File: src/rtl/pipe_stage_reg.sv
// pipe_stage_reg: generic inter-stage pipeline register with valid/ready
// handshake, optional 2-entry skid buffer and flush-to-bubble.
//
// Ports:
//   clk, reset            clock, synchronous active-high reset
//   in_valid/in_data      upstream payload, in_ready back to upstream
//   out_valid/out_data    downstream payload, out_ready from downstream
//   flush, flush_pc       kill all entries, optional PC kept in bubble
//   occupancy             live entries held (0..2)
module pipe_stage_reg #(
  parameter int DW      = 128,
  parameter int SKID    = 1,
  parameter int KEEP_PC = 0,
  parameter int PC_LSB  = 0
) (
  input  logic          clk,
  input  logic          reset,
  input  logic          in_valid,
  input  logic [DW-1:0] in_data,
  output logic          in_ready,
  output logic          out_valid,
  output logic [DW-1:0] out_data,
  input  logic          out_ready,
  input  logic          flush,
  input  logic [31:0]   flush_pc,
  output logic [1:0]    occupancy
);

  logic          m_valid;
  logic          s_valid;
  logic [DW-1:0] m_data;
  logic [DW-1:0] bubble;
  logic          accept;
  logic          consume;

  assign accept  = in_valid & in_ready;
  assign consume = m_valid & out_ready;

  always_comb begin
    bubble = '0;
    if (KEEP_PC != 0) begin
      bubble[PC_LSB +: 32] = flush_pc;
    end
  end

  generate
    if (SKID != 0) begin : g_skid
      logic [DW-1:0] s_data;

      // ready depends only on state: no comb path from out_ready
      assign in_ready = ~s_valid;

      always_ff @(posedge clk) begin
        if (reset) begin
          m_valid <= 1'b0;
          s_valid <= 1'b0;
          m_data  <= '0;
          s_data  <= '0;
        end else if (flush) begin
          m_valid <= 1'b0;
          s_valid <= 1'b0;
          m_data  <= bubble;
        end else if (s_valid) begin
          // in_ready is low, so only a drain of S into M can happen
          if (consume) begin
            m_data  <= s_data;
            s_valid <= 1'b0;
          end
        end else if (!m_valid || consume) begin
          m_valid <= accept;
          if (accept) begin
            m_data <= in_data;
          end
        end else if (accept) begin
          s_data  <= in_data;
          s_valid <= 1'b1;
        end
      end
    end else begin : g_reg
      assign in_ready = out_ready | ~m_valid;
      assign s_valid  = 1'b0;

      always_ff @(posedge clk) begin
        if (reset) begin
          m_valid <= 1'b0;
          m_data  <= '0;
        end else if (flush) begin
          m_valid <= 1'b0;
          m_data  <= bubble;
        end else if (accept) begin
          m_valid <= 1'b1;
          m_data  <= in_data;
        end else if (consume) begin
          m_valid <= 1'b0;
        end
      end
    end
  endgenerate

  assign out_valid = m_valid;
  assign out_data  = m_data;
  assign occupancy = {1'b0, m_valid} + {1'b0, s_valid};

endmodule
File: config.mk
export PLATFORM = sky130hd
export DESIGN_NAME = pipe_stage_reg
export DESIGN_NICKNAME = d
export VERILOG_FILES = /design/src/rtl/pipe_stage_reg.sv
export SDC_FILE = /design/constraint.sdc
export NUM_CORES = 1
export LEC_CHECK = 0
export CAP_MARGIN = 25
export CORE_ASPECT_RATIO = 0.5
export CORE_MARGIN = 1.5
export CORE_UTILIZATION = 45
export CTS_CLUSTER_SIZE = 30
export DETAILED_ROUTE_END_ITERATION = 16
export PLACE_DENSITY = 0.74
export SYNTH_ARGS = -nofsm -noshare
export SYNTH_HDL_FRONTEND = slang
export SYNTH_SLANG_ARGS = --single-unit
export TNS_END_PERCENT = 50
File: constraint.sdc
create_clock -name clk -period 1.47 [get_ports clk]
set_input_delay 0.294 -clock clk [delete_from_list [all_inputs] [get_ports clk]]
set_output_delay 0.294 -clock clk [all_outputs]
set_load 0.02 [all_outputs]
# After elaboration in Yosys (flattened, before gate mapping)
# Cells that the tools add are included.
[op_classes]
n_mux = 8
reduce_logical = 8
add_sub_neg = 1
eq_ne = 1
bitwise_logic = 5
[ops]
columns = ["op", "count"]
rows = [
  ["$mux W128", 4],
  ["$mux W1", 4],
  ["$reduce_and A4 Y1", 1],
  ["$reduce_bool A2 Y1", 2],
  ["$not A1 Y1", 3],
  ["$reduce_and A3 Y1", 1],
  ["$add A1 B1 Y2", 1],
  ["$and A1 B1 Y1", 2],
  ["$ne A2 B1 Y1 const B", 1],
  ["$reduce_and A2 Y1", 1],
  ["$reduce_or A2 Y1", 1],
  ["$logic_not A1 Y1", 1],
  ["$logic_or A1 B1 Y1", 1],
]
[totals]
word_cells = 27
input_bits = 165
regBits = 258

# Longest topological paths before layout
[logic_depth]
depth_word = 5
mapped_depth = 6
ltp_nobuf = 3

# Worst setup path after synthesis
# Ideal clock, no wire load.
[synth_path]
path_type = "flip-flop to flip-flop"
from = "reg m_valid, in the netlist out_valid"
to = "reg g_skid.s_data[107]"
n_path_buf = 2
synth_period_minus_slack_ns = 1.467
slack_ns = 0.003
path_stages_with_launch = 6
required_time_ns = 1.398
arrival_time_ns = 1.395
cell_sequence = "dfxtp_1 > nand2_1 > nor4_2 > buf_4 > buf_4 > mux2i_1"
[synth_between]
elab_chain_len = 4
word_cells_on_any_way = 5
classes_between = "2 x bitwise; 3 x reduce/logical"
[synth_rtl]
columns = ["element", "line", "text"]
rows = [
  ["start, declared", "29", "logic m_valid;"],
  ["start signal, assigned", "70", "m_valid <= accept;"],
  ["$and A1 B1 Y1 / $logic_not A1 Y1 (equally long branches)", "37, 69", ""],
  ["$logic_or A1 B1 Y1 *", "69", "end else if (!m_valid || consume) begin"],
  ["$not A1 Y1 (no line) *", "--", ""],
  ["$reduce_and A4 Y1 (no line) *", "--", ""],
  ["end signal, assigned", "75", "s_data <= in_data;"],
  ["end, declared", "48", "logic [DW-1:0] s_data;"],
]
# Every way passes the cells marked *; elsewhere a longest branch is shown, timed or not.
# A chain may end at the register's enable or synchronous reset.

# Worst setup path after layout
[layout_path]
from = "reg s_valid"
to = "out occupancy[0]"
[layout_between]
elab_chain_len = 1
[layout_rtl]
columns = ["element", "line", "text"]
rows = [
  ["start, declared", "30", "logic s_valid;"],
  ["start signal, assigned", "56", "s_valid <= 1'b0;"],
  ["start signal, assigned", "61", "s_valid <= 1'b0;"],
  ["start signal, assigned", "67", "s_valid <= 1'b0;"],
  ["$add A1 B1 Y2", "102", "assign occupancy = {1'b0, m_valid} + {1'b0, s_valid};"],
  ["end, declared", "26", "output logic [1:0] occupancy"],
]
# No other way between the ends.

==> summary.md <==
| Metric | Value |
|---|---|
| Initial Util | `46.1%` |
| Data required, critical path | `about 1200 ps` |
| XOR/XNOR Fraction of Synth Area | `0%` |
| CTS tree | `yes` |
| Rel. slew slack | `a little under two thirds` |
| Post-synthesis compound-gate area fraction | `between 10% and 20%` |
| Total track usage | `between 20% and 30%` |
| Num rows | `42` |
| Hold buffers post-CTS | `0` |
| Final instance area | `~0.017 mm2` |
| Largest family of logic cells by synthesized area | `multiplexers` |
| Fraction of layout cells with a size suffix above 1 | `between 20 and 30%` |
| Post-route clock skew | `between 20 and 25 ps` |
| Overall power | `16.4 mW` |
| Setup CP Type | `reg -> out` |
| Crit path DAT | `around 1300 ps` |
| CTS sink count | `roughly 260` |
| Cell Area, Synth | `between 0.01 and 0.015 mm2` |
| Syn-to-layout area delta | `38.0%` |
| Most frequent cell after synthesis | `dfxtp_1` |
| Initial antenna violation count | `1` |
| Synth Area in Simple Gates | `around 13%` |
| Util after Layout | `63.6%` |
| DR WL/cell | `20.1 um` |
| Post-synth EDFFs | `0` |
| Die Area | `0.0283 mm2` |
| Cell count of the worst reg-to-reg path | `6` |
| GP Congestion | `0.799` |
| Cell taking the most area after synthesis | `dfxtp_1` |
| R2r endpoint | `out_data[52]` |
| Residual DRC count | `0` |
| Worst r2r src | `out_valid` |
| Setup crit start | `s_valid` |
| Fin nets | `between 1,500 and 2,000` |
| Largest net degree at the start of global routing | `between 150 and 200` |
| IO Port Bufs | `~260` |
| Ys Warns | `0` |
| Worst Setup End Kind | `primary output` |
| PwrDens | `between 900 and 1000 mW/mm2` |
| WHS Path Cells | `3` |
| Setup WS pre-CTS | `-547 ps` |
| Pins Over Slew Limit | `0` |
| Final Non-Filler Cells | `approximately 1,800` |
| Post-route ant nets | `0` |
| Worst Hold Launch | `in_data[99]` |
| Worst Setup Start Kind | `register` |
| Hold crit path type | `in -> reg` |
| Max Cap Viol | `0` |
| CORE AREA | `roughly 0.027 mm2` |
| CTS clk-pin slew, worst paths | `approximately 70 ps` |
| Placed cell area | `0.0155 mm2` |
| Seq/Total Area, Yosys | `42.2%` |
| Mapped Nets | `approximately 1,300` |
| Final min period | `approximately 1600 ps` |
| Static leakage | `a little under 6 nW` |
| Cell count after placement | `1,716` |
| RSZ-0062 raised after global routing | `yes` |
| Peak VDD IR | `about 1000 uV` |
| Die Span Y | `between 100 and 150 um` |
| 1st-pass router iterations | `6` |
| Final Cycle Share | `109%` |
| Vias in the first global route | `10,049` |
| Hold Path Sink | `g_skid.s_data[99]` |
| Num CTS Buffers | `25` |
| Worst-margin pin slew | `approximately 550 ps` |
| H-tree depth | `1` |
| Status | `complete, but fails checks` |
| Final setup vio count | `212` |
| Die W | `about 240 um` |
| Gr ovfl total | `0` |
| Mux contribution to synthesized area | `between 20% and 30%` |
| I/O Pins | `297` |
| Post-synth ARST share | `0%` |
| Crit Path Max Fanout | `6` |
| Failing checks | `negative setup slack` |
| Vias | `9,671` |
| CTS Buffer Depth | `3` |
| FMAX | `622 MHz` |
| Area share of the largest cell type after synthesis | `between 40% and 50%` |
| Dpl hpwl | `approximately 22,000 um` |
| Synth Flop Type | `dfxtp_1` |
| Post-Synth Adder-Cell Area | `0.102%` |
| Distinct cells, synth | `21` |
| Synth Register Bits | `~260` |
| Clk root buf | `clkbuf_16` |
| DRT Wirelength | `roughly 36,000 um` |
| 1st-iter DRT viols | `between 500 and 600` |
| Final-report hold violation count | `0` |
| First-pass GRT wire length | `53,700 um` |
| Synth cell count leaders | `dfxtp_1 (258), nand2b_1 (257), mux2i_1 (256), a21oi_1 (129), a211oi_2 (120)` |
| Setup ws final | `-138 ps` |
| Avg Cell Area, Syn | `roughly 11 um2` |
| Via-to-Cell Ratio | `5.38` |
| Reg2Reg Setup Slack | `-120 ps` |
| Worst skew pair latency | `about 540 ps` |
| Dominant cells by area after synthesis | `dfxtp_1 (42%), mux2i_1 (21%), nand2b_1 (13%)` |
| Syn Inst Count | `between 1,000 and 1,500` |
[worst max-delay path, cell delays in order (launching register included)]
cell,delay (ps)
dfxtp_4,390
ha_4,280
buf_6,110
[state kept, by name, summed over array words and instances (netlist names)]
| name | flops |
|---|---|
| out_valid | 1 |
| out_data | 128 |
| s_valid | 1 |
| g_skid.s_data | 128 |
[layer usage]
layer | GRT usage [%] | share of wire [%] | vias to the layer above
li1 | - | - | 4634
met1 | 27.8 | 44 | 4814
met5 | 0 | 0 | -
met4 | 8.13 | 2.6 | 0
met3 | 3.57 | 2.7 | 58
met2 | 43.8 | 51 | 165
[cell families (layout without fill, tap and decap cells)]
kind of cell | Yosys count | after routing
AOI/OAI and AO/OA | 259 | 259
adders and majority gates | 1 | 1
buffers and inverters | 116 | 409
DFF | 258 | 258
muxes | 257 | 257
other | 0 | 1
and+or+nand+nor | 262 | 262
[where the power goes]
part           switching (mW)  total [mW]  internal (mW)
sequential              0.120        7.30           7.18
clock                    2.86        6.53           3.67
combinational            1.30        2.52           1.22
total                    4.28        16.4           12.1
[cell usage in the layout, fill, tap and decap left out, types with 2 or more instances in the layout]
master	synthesis	layout
dfxtp_4	0	2
buf_16	0	11
clkbuf_8	0	3
buf_4	13	25
buf_8	0	8
buf_6	14	17
a21oi_2	0	23
dfxtp_1	258	256
buf_12	0	26
a211oi_1	8	7
a211oi_2	120	120
clkdlybuf4s15_2	0	28
mux2i_1	256	249
a21oi_1	129	105
nand2b_1	257	256
clkinv_2	0	6
buf_2	34	99
clkbuf_16	0	39
clkdlybuf4s50_1	0	131
clkbuf_1	46	8
mux2i_2	0	5
mux2i_4	0	2
bufinv_16	0	2
[stage by stage]
step                setup TNS, ps  hold slack [ps]
floorplan                       0              412
global placement           -96010              457
detailed placement        -104150              461
CTS                        -15140              330
global route               -22450              361
finish                     -10760              345
[cell type report]
type | instances | area, um2
inverter | 2 | 10.0
antenna | 1 | 2.50
clock buffer | 36 | 697
clock inverter | 10 | 110
multi-input combinational | 779 | 6640
sequential | 258 | 5170
fill | 2154 | 9680
timing repair buffer | 361 | 3830
tap | 352 | 440
[worst max-delay path by stage]
stage          slack, ps  depth (start not counted)                  to
6_report            -140                          2        occupancy[0]
5_1_grt             -190                          4        out_data[68]
4_1_cts             -160                          3            in_ready
3_5_place_dp        -550                          5        out_data[23]
3_3_place_gp        -470                          5        out_data[35]
2_1_floorplan          3                          5  g_skid.s_data[107]
[timing repair]
item,in CTS,in global routing
pin swaps,6,7
endpoints found under the hold margin,0,0
endpoints found under the setup margin,357,306
cloned,8,16
resized for setup,502,99
setup buffers,5,8
(Power assumes the default switching activity.)
